File: config.mk
export PLATFORM = sky130hd
export DESIGN_NAME = instr_decode_stage_flat
export DESIGN_NICKNAME = d
export VERILOG_FILES = /design/src/rtl/instr_decode_if.sv /design/src/rtl/instr_decode_stage.sv /design/src/flat_wrapper.sv
export SDC_FILE = /design/constraint.sdc
export NUM_CORES = 1
export LEC_CHECK = 0
export ABC_AREA = 1
export CORE_ASPECT_RATIO = 1.5
export CORE_MARGIN = 3
export CORE_UTILIZATION = 40
export DETAILED_ROUTE_END_ITERATION = 12
export GPL_TIMING_DRIVEN = 0
export PLACE_DENSITY = 0.81
export SYNTH_ARGS = -nofsm -noshare
export SYNTH_HDL_FRONTEND = slang
export SYNTH_SLANG_ARGS = --single-unit
File: constraint.sdc
create_clock -name clk -period 3.8 [get_ports clk]
set_clock_uncertainty 0.1 [all_clocks]
set_input_delay 1.14 -clock clk [delete_from_list [all_inputs] [get_ports clk]]
set_output_delay 1.14 -clock clk [all_outputs]
set_load 0.005 [all_outputs]
File: src/rtl/instr_decode_if.sv
// Handshake and decoded-entry bundle for instr_decode_stage.
// illegal_cnt exists only when DECODE_ILLEGAL_CNT_EN is defined.
interface instr_decode_if;
   logic [31:0] instr_in;
   logic [31:0] pc_in;
   logic        in_valid;
   logic        in_ready;
   logic        flush;
   logic        out_valid;
   logic        out_ready;
   logic        addu;
   logic        subu;
   logic        ori;
   logic        lw;
   logic        sw;
   logic        beq;
   logic        lui;
   logic        jal;
   logic        jr;
   logic        nop;
   logic        illegal;
   logic [4:0]  rs;
   logic [4:0]  rt;
   logic [4:0]  rd;
   logic [15:0] imm16;
   logic [31:0] instr_out;
   logic [31:0] pc_out;
`ifdef DECODE_ILLEGAL_CNT_EN
   logic [7:0]  illegal_cnt;
`endif

   modport master (
`ifdef DECODE_ILLEGAL_CNT_EN
      input  illegal_cnt,
`endif
      output instr_in, pc_in, in_valid, flush, out_ready,
      input  in_ready, out_valid,
      input  addu, subu, ori, lw, sw, beq, lui, jal, jr, nop, illegal,
      input  rs, rt, rd, imm16, instr_out, pc_out
   );

   modport slave (
`ifdef DECODE_ILLEGAL_CNT_EN
      output illegal_cnt,
`endif
      input  instr_in, pc_in, in_valid, flush, out_ready,
      output in_ready, out_valid,
      output addu, subu, ori, lw, sw, beq, lui, jal, jr, nop, illegal,
      output rs, rt, rd, imm16, instr_out, pc_out
   );
endinterface

File: src/rtl/instr_decode_stage.sv
// Single-entry decode pipeline register with valid/ready handshake and registered one-hot class.
// Optional saturating illegal-instruction counter: define DECODE_ILLEGAL_CNT_EN.
module instr_decode_stage (
   input logic           clk,
   input logic           reset,
   instr_decode_if.slave bus
);

   typedef struct packed {
      logic addu;
      logic subu;
      logic ori;
      logic lw;
      logic sw;
      logic beq;
      logic lui;
      logic jal;
      logic jr;
      logic nop;
      logic illegal;
   } cls_t;

   localparam logic [5:0] OpSpecial = 6'h00;
   localparam logic [5:0] OpOri     = 6'h0d;
   localparam logic [5:0] OpLw      = 6'h23;
   localparam logic [5:0] OpSw      = 6'h2b;
   localparam logic [5:0] OpBeq     = 6'h04;
   localparam logic [5:0] OpLui     = 6'h0f;
   localparam logic [5:0] OpJal     = 6'h03;
   localparam logic [5:0] FnAddu    = 6'h21;
   localparam logic [5:0] FnSubu    = 6'h23;
   localparam logic [5:0] FnJr      = 6'h08;

   // All-zero word is nop; the remaining special-opcode functs fall to illegal.
   function automatic cls_t decode(input logic [5:0] op, input logic [5:0] fn,
                                   input logic is_zero);
      cls_t c;
      c = '0;
      if (is_zero) begin
         c.nop = 1'b1;
      end else begin
         case (op)
            OpSpecial: begin
               case (fn)
                  FnAddu:  c.addu    = 1'b1;
                  FnSubu:  c.subu    = 1'b1;
                  FnJr:    c.jr      = 1'b1;
                  default: c.illegal = 1'b1;
               endcase
            end
            OpOri:   c.ori     = 1'b1;
            OpLw:    c.lw      = 1'b1;
            OpSw:    c.sw      = 1'b1;
            OpBeq:   c.beq     = 1'b1;
            OpLui:   c.lui     = 1'b1;
            OpJal:   c.jal     = 1'b1;
            default: c.illegal = 1'b1;
         endcase
      end
      return c;
   endfunction

   logic        out_valid_q, out_valid_d;
   logic [31:0] instr_q, instr_d;
   logic [31:0] pc_q, pc_d;
   cls_t        class_q, class_d;
   logic        in_ready;
   logic        capture;
   logic        consume;

   assign in_ready = ~bus.flush & (~out_valid_q | bus.out_ready);
   assign capture  = bus.in_valid & in_ready;
   assign consume  = out_valid_q & bus.out_ready;

   // Flush beats capture beats consume; class is cleared whenever the entry goes invalid.
   always_comb begin
      out_valid_d = out_valid_q;
      instr_d     = instr_q;
      pc_d        = pc_q;
      class_d     = class_q;
      if (bus.flush) begin
         out_valid_d = 1'b0;
         class_d     = '0;
      end else if (capture) begin
         out_valid_d = 1'b1;
         instr_d     = bus.instr_in;
         pc_d        = bus.pc_in;
         class_d     = decode(bus.instr_in[31:26], bus.instr_in[5:0], bus.instr_in == 32'h0);
      end else if (consume) begin
         out_valid_d = 1'b0;
         class_d     = '0;
      end
   end

   always_ff @(posedge clk or posedge reset) begin
      if (reset) begin
         out_valid_q <= 1'b0;
         instr_q     <= '0;
         pc_q        <= '0;
         class_q     <= '0;
      end else begin
         out_valid_q <= out_valid_d;
         instr_q     <= instr_d;
         pc_q        <= pc_d;
         class_q     <= class_d;
      end
   end

`ifdef DECODE_ILLEGAL_CNT_EN
   logic [7:0] illegal_cnt_q, illegal_cnt_d;

   // A flushed entry never counts, even if the consumer happened to be ready.
   always_comb begin
      illegal_cnt_d = illegal_cnt_q;
      if (consume && !bus.flush && class_q.illegal && (illegal_cnt_q != 8'hff)) begin
         illegal_cnt_d = illegal_cnt_q + 8'd1;
      end
   end

   always_ff @(posedge clk or posedge reset) begin
      if (reset) begin
         illegal_cnt_q <= '0;
      end else begin
         illegal_cnt_q <= illegal_cnt_d;
      end
   end

   assign bus.illegal_cnt = illegal_cnt_q;
`endif

   assign bus.in_ready  = in_ready;
   assign bus.out_valid = out_valid_q;
   assign bus.instr_out = instr_q;
   assign bus.pc_out    = pc_q;
   assign bus.rs        = instr_q[25:21];
   assign bus.rt        = instr_q[20:16];
   assign bus.rd        = instr_q[15:11];
   assign bus.imm16     = instr_q[15:0];
   assign bus.addu      = class_q.addu;
   assign bus.subu      = class_q.subu;
   assign bus.ori       = class_q.ori;
   assign bus.lw        = class_q.lw;
   assign bus.sw        = class_q.sw;
   assign bus.beq       = class_q.beq;
   assign bus.lui       = class_q.lui;
   assign bus.jal       = class_q.jal;
   assign bus.jr        = class_q.jr;
   assign bus.nop       = class_q.nop;
   assign bus.illegal   = class_q.illegal;

endmodule

File: src/flat_wrapper.sv
// flat-port wrapper written by rule: the top's interface ports become plain ports
module instr_decode_stage_flat 
  (clk, reset, bus_instr_in, bus_pc_in, bus_in_valid, bus_flush, bus_out_ready, bus_in_ready, bus_out_valid, bus_addu, bus_subu, bus_ori, bus_lw, bus_sw, bus_beq, bus_lui, bus_jal, bus_jr, bus_nop, bus_illegal, bus_rs, bus_rt, bus_rd, bus_imm16, bus_instr_out, bus_pc_out);
  instr_decode_if bus_i ();
  input logic clk;
  input logic reset;
  input wire logic [$bits(bus_i.instr_in)-1:0] bus_instr_in;
  input wire logic [$bits(bus_i.pc_in)-1:0] bus_pc_in;
  input wire logic [$bits(bus_i.in_valid)-1:0] bus_in_valid;
  input wire logic [$bits(bus_i.flush)-1:0] bus_flush;
  input wire logic [$bits(bus_i.out_ready)-1:0] bus_out_ready;
  output wire logic [$bits(bus_i.in_ready)-1:0] bus_in_ready;
  output wire logic [$bits(bus_i.out_valid)-1:0] bus_out_valid;
  output wire logic [$bits(bus_i.addu)-1:0] bus_addu;
  output wire logic [$bits(bus_i.subu)-1:0] bus_subu;
  output wire logic [$bits(bus_i.ori)-1:0] bus_ori;
  output wire logic [$bits(bus_i.lw)-1:0] bus_lw;
  output wire logic [$bits(bus_i.sw)-1:0] bus_sw;
  output wire logic [$bits(bus_i.beq)-1:0] bus_beq;
  output wire logic [$bits(bus_i.lui)-1:0] bus_lui;
  output wire logic [$bits(bus_i.jal)-1:0] bus_jal;
  output wire logic [$bits(bus_i.jr)-1:0] bus_jr;
  output wire logic [$bits(bus_i.nop)-1:0] bus_nop;
  output wire logic [$bits(bus_i.illegal)-1:0] bus_illegal;
  output wire logic [$bits(bus_i.rs)-1:0] bus_rs;
  output wire logic [$bits(bus_i.rt)-1:0] bus_rt;
  output wire logic [$bits(bus_i.rd)-1:0] bus_rd;
  output wire logic [$bits(bus_i.imm16)-1:0] bus_imm16;
  output wire logic [$bits(bus_i.instr_out)-1:0] bus_instr_out;
  output wire logic [$bits(bus_i.pc_out)-1:0] bus_pc_out;
  assign bus_i.instr_in = bus_instr_in;
  assign bus_i.pc_in = bus_pc_in;
  assign bus_i.in_valid = bus_in_valid;
  assign bus_i.flush = bus_flush;
  assign bus_i.out_ready = bus_out_ready;
  assign bus_in_ready = bus_i.in_ready;
  assign bus_out_valid = bus_i.out_valid;
  assign bus_addu = bus_i.addu;
  assign bus_subu = bus_i.subu;
  assign bus_ori = bus_i.ori;
  assign bus_lw = bus_i.lw;
  assign bus_sw = bus_i.sw;
  assign bus_beq = bus_i.beq;
  assign bus_lui = bus_i.lui;
  assign bus_jal = bus_i.jal;
  assign bus_jr = bus_i.jr;
  assign bus_nop = bus_i.nop;
  assign bus_illegal = bus_i.illegal;
  assign bus_rs = bus_i.rs;
  assign bus_rt = bus_i.rt;
  assign bus_rd = bus_i.rd;
  assign bus_imm16 = bus_i.imm16;
  assign bus_instr_out = bus_i.instr_out;
  assign bus_pc_out = bus_i.pc_out;
  instr_decode_stage u_core (.clk(clk), .reset(reset), .bus(bus_i));
endmodule
After elaboration in Yosys (flattened, before gate mapping)
Index checks and enable logic that the tools add are counted.
{"block": "totals", "register_bits": 76, "out_inout_bits": 108}
{"block": "classes", "n_mux": 22, "n_bitwise": 6, "reduce_logical": 6, "eq_ne": 9}
{"op": "$mux W11", "n": 3}
{"op": "$logic_not A32 Y1", "n": 1}
{"op": "$eq A6 B6 Y1 const B", "n": 4}
{"op": "$eq A6 B4 Y1 const B", "n": 3}
{"op": "$mux W1", "n": 16}
{"op": "$mux W9", "n": 1}
{"op": "$eq A6 B2 Y1 const B", "n": 1}
{"op": "$eq A6 B3 Y1 const B", "n": 1}
{"op": "$logic_not A6 Y1", "n": 1}
{"op": "$reduce_or A6 Y1", "n": 1}
{"op": "$and A1 B1 Y1", "n": 3}
{"op": "$reduce_bool A3 Y1", "n": 1}
{"op": "$reduce_or A3 Y1", "n": 1}
{"op": "$mux W2", "n": 1}
{"op": "$not A1 Y1", "n": 2}
{"op": "$pmux W1 S2", "n": 1}
{"op": "$reduce_and A2 Y1", "n": 1}
{"op": "$or A1 B1 Y1", "n": 1}

Longest topological paths before layout
{"block": "depth", "word_depth": 7, "ltp_mapped": 9, "ltp_nobuf": 9}

Worst setup path before layout
No wires, ideal clock.
{"block": "synth_timing", "kind": "input port to output port", "startpoint": "in bus_out_ready", "endpoint": "out bus_in_ready", "n_path_buf": 0, "path_slack_ns": 1.241, "stages": 2, "t_arrival_ns": 1.319, "cell_sequence": "nor2_2 > nor2_4"}
{"block": "synth_between", "elab_chain_cells": 2}
{"item": "from (decl)", "line_no": "flat_wrapper.sv:11", "rtl": "input wire logic [$bits(bus_i.out_ready)-1:0] bus_out_ready;"}
{"item": "$or A1 B1 Y1", "line_no": "instr_decode_stage.sv:71", "rtl": "assign in_ready = ~bus.flush & (~out_valid_q | bus.out_ready);"}
{"item": "$and A1 B1 Y1", "line_no": "instr_decode_stage.sv:71"}
{"item": "to (decl)", "line_no": "flat_wrapper.sv:12", "rtl": "output wire logic [$bits(bus_i.in_ready)-1:0] bus_in_ready;"}
No other way between the ends.

Final worst setup path
Ends and elaborated chain as after synthesis.

==> flow_metrics.env <==
export IMPL_post_cts_buffers=0
export IMPL_max_cap_violations=0
export IMPL_dp_hpwl_mm=7.50
export IMPL_synth_area_leaders="dfrtp_1, nand2_1, buf_4, nor2_1, o21ai_0"
export IMPL_die_w_um=81.2
export IMPL_cts_root_buf="clkbuf_16"
export IMPL_setup_viol_count_final=0
export IMPL_worstHoldStart="u_core.bus.pc_out[6]"
export IMPL_p_leak_uw=0.00278
export IMPL_start_kind="input port"
export IMPL_rr_endpoint="u_core.bus.pc_out[25]"
export IMPL_dp_cells=692
export IMPL_routed_wl_mm=9.50
export IMPL_nNetsFinal=667
export IMPL_critPathCaptureType="output pin"
export IMPL_dr_total_vias=3232
export IMPL_core_area_mm2=0.00816
export IMPL_start_util_pct=41.6
export IMPL_crit_type="input port to output pin"
export IMPL_grt_pass1_vias=3321
export IMPL_numCtsBuffers=9
export IMPL_grt_use_total_pct=21.0
export IMPL_antenna_found_initial=0
export IMPL_rows=40
export IMPL_path_clk_slew_ns=0.05
export IMPL_io_buffers=176
export IMPL_crit_arrival_ns=2.32
export IMPL_synth_nets=479
export IMPL_max_freq_mhz=281
export IMPL_rsz0062_at_grt="no"
export IMPL_drt_initial_drc_count=118
export IMPL_io_pins=177
export IMPL_crit_fanout=2
export IMPL_routed_via_density=4.56
export IMPL_hp_class="flop to flop"
export IMPL_drive_gt1_share_pct=11.9
export IMPL_ff2ff_path_depth=8
export IMPL_die_h_um=119
export IMPL_worstMarginPinSlew_ns=0.353
export IMPL_yosysUniqueCellTypes=18
export IMPL_diodes=0
export IMPL_wire_per_inst_um=13.4
export IMPL_drc=0
export IMPL_synth_area_leader_cell="dfrtp_1"
export IMPL_whs_endpoint="u_core.bus.pc_out[6]"
export IMPL_grt_pass1_wl_mm=15.6
export IMPL_cp_required_ns=2.56
export IMPL_whs_path_depth=2
export IMPL_reg2reg_from="u_core.bus.out_valid"
export IMPL_fin_cells=708
export IMPL_cts_resized=0
export IMPL_fin_crit_ns=3.56
export IMPL_fin_crit_sh_pct=93.7
export IMPL_clk_latency_ns=0.32
export IMPL_overflow=0
export IMPL_yosys_warnings=0
export IMPL_syn_area_per_cell_um2=8.28
export IMPL_hold_violations=0
export IMPL_fillers=670
export IMPL_die_area_mm2=0.00965
export IMPL_power_density_mw_per_mm2=464
export IMPL_cts_max_level=3
export IMPL_grt_max_degree=51
export IMPL_ant_nets=0
export IMPL_synthCells=410
export IMPL_synthesis_area_mm2=0.00339
export IMPL_routabilityCongestion=0.834
export IMPL_ys_seq_area_share_pct=56.0
export IMPL_ctsHoldBuffers=0
export IMPL_ir_drop_mv=0.299
export IMPL_synth_top_area_share_pct=56.0
export IMPL_fin_util_pct=69.3
export IMPL_ys_ff_latch=76
export IMPL_area_growth_syn_to_layout_pct=66.6
export IMPL_status="completed"
export IMPL_cts_tree="done"
export IMPL_cts_buffer_depth=2
export IMPL_slew_viol_final=0
export IMPL_slew_headroom_pct=76.4
export IMPL_clock_sinks=76
export IMPL_firstDrtPassIters=4
export IMPL_r2r_slack_ns=2.35
## layer usage
metal / up-vias / wire, um / GRT usage (%)
met3: 18 / 652 / 6.63
li1: 1600 / - / -
met1: 1489 / 3690 / 23.5
met2: 125 / 4950 / 36.5
met5: - / 0 / 0
met4: 0 / 208 / 7.93
## worst max-delay path, cell delays in order
cell             delay, ns
clkdlybuf4s50_1       0.49
nor2_2                0.06
nor2_4                0.11
clkdlybuf4s50_1       0.52
## cell usage in the layout (no fill, tap or decap)
cell type | netlist | routed
a21oi_1 | 1 | 1
a22o_1 | 2 | 2
buf_16 | 0 | 1
buf_2 | 9 | 9
buf_4 | 33 | 33
buf_6 | 4 | 4
bufinv_16 | 0 | 2
clkbuf_16 | 0 | 9
clkbuf_8 | 0 | 3
clkdlybuf4s50_1 | 0 | 176
clkinv_2 | 0 | 2
dfrtp_1 | 76 | 76
inv_1 | 11 | 10
inv_2 | 3 | 3
inv_4 | 0 | 1
nand2_1 | 214 | 214
nand2_4 | 1 | 1
nand3_1 | 8 | 8
nand4_1 | 2 | 2
nor2_1 | 26 | 26
nor2_2 | 2 | 2
nor2_4 | 1 | 1
nor3_1 | 3 | 3
nor3_2 | 1 | 1
o21ai_0 | 13 | 13
## kinds of logic after synthesis
group | after synthesis | synth area share (%)
AND/OR/NAND/NOR | 258 | 29.9
flip-flops | 76 | 56.0
buffers and inverters | 60 | 11.5
AO/OA/AOI/OAI | 16 | 2.58
## area by class of cell
cell class,instances,area (um2),area share (%)
Clock inverter,4,70.1,1.24
Multi-Input combinational cell,274,1100,19.5
Sequential cell,76,1900,33.6
Clock buffer,12,267,4.71
Timing Repair Buffer,177,1790,31.7
Tap cell,105,131,2.32
Buffer,46,338,5.98
Inverter,14,55.1,0.974
## cell usage after synthesis
library cell  instances
nor2_1               26
dfrtp_1              76
inv_1                11
nand4_1               2
a21oi_1               1
buf_4                33
inv_2                 3
nor2_4                1
o21ai_0              13
nor3_1                3
nand3_1               8
nor2_2                2
nor3_2                1
nand2_4               1
buf_6                 4
a22o_1                2
nand2_1             214
buf_2                 9
## state kept, by name, indices dropped and copies added (netlist names)
| name | flops |
|---|---|
| u_core.bus.instr_out | 32 |
| u_core.bus.pc_out | 32 |
| u_core.bus.addu | 1 |
| u_core.bus.beq | 1 |
| u_core.bus.illegal | 1 |
| u_core.bus.jal | 1 |
| u_core.bus.jr | 1 |
| u_core.bus.lui | 1 |
| u_core.bus.lw | 1 |
| u_core.bus.nop | 1 |
| u_core.bus.ori | 1 |
| u_core.bus.out_valid | 1 |
| u_core.bus.subu | 1 |
| u_core.bus.sw | 1 |
## worst max-delay path by stage
stage                       start                    end  slack, ns  cells past startpoint
floorplan                   reset        u_core.bus.addu       0.62                      1
global placement            reset  u_core.bus.pc_out[17]      -0.58                      2
detailed placement  bus_out_ready           bus_in_ready       0.24                      4
CTS                 bus_out_ready           bus_in_ready       0.24                      4
global route        bus_out_ready           bus_in_ready       0.23                      4
finish              bus_out_ready           bus_in_ready       0.24                      4
## through the flow
stage          cell area, um2  setup WS (ns)  TNS (ns)  hold WS, ns  power [uW]
6_report                 5650          0.241         0        0.377        2620
4_1_cts                  5650          0.236         0        0.379        2650
5_1_grt                  5650          0.230         0        0.405        2760
2_1_floorplan            3390          0.622         0        0.372        1240
3_5_place_dp             5320          0.236         0        0.364        1700
3_3_place_gp             5290         -0.583    -43.96        0.362        1680
## power by group
group	total, uW	internal [uW]	switching (uW)
sequential	997	920	76.2
combinational	688	456	233
clock	938	626	312
total	2620	2000	621
Power figures use the tool's default switching activity.
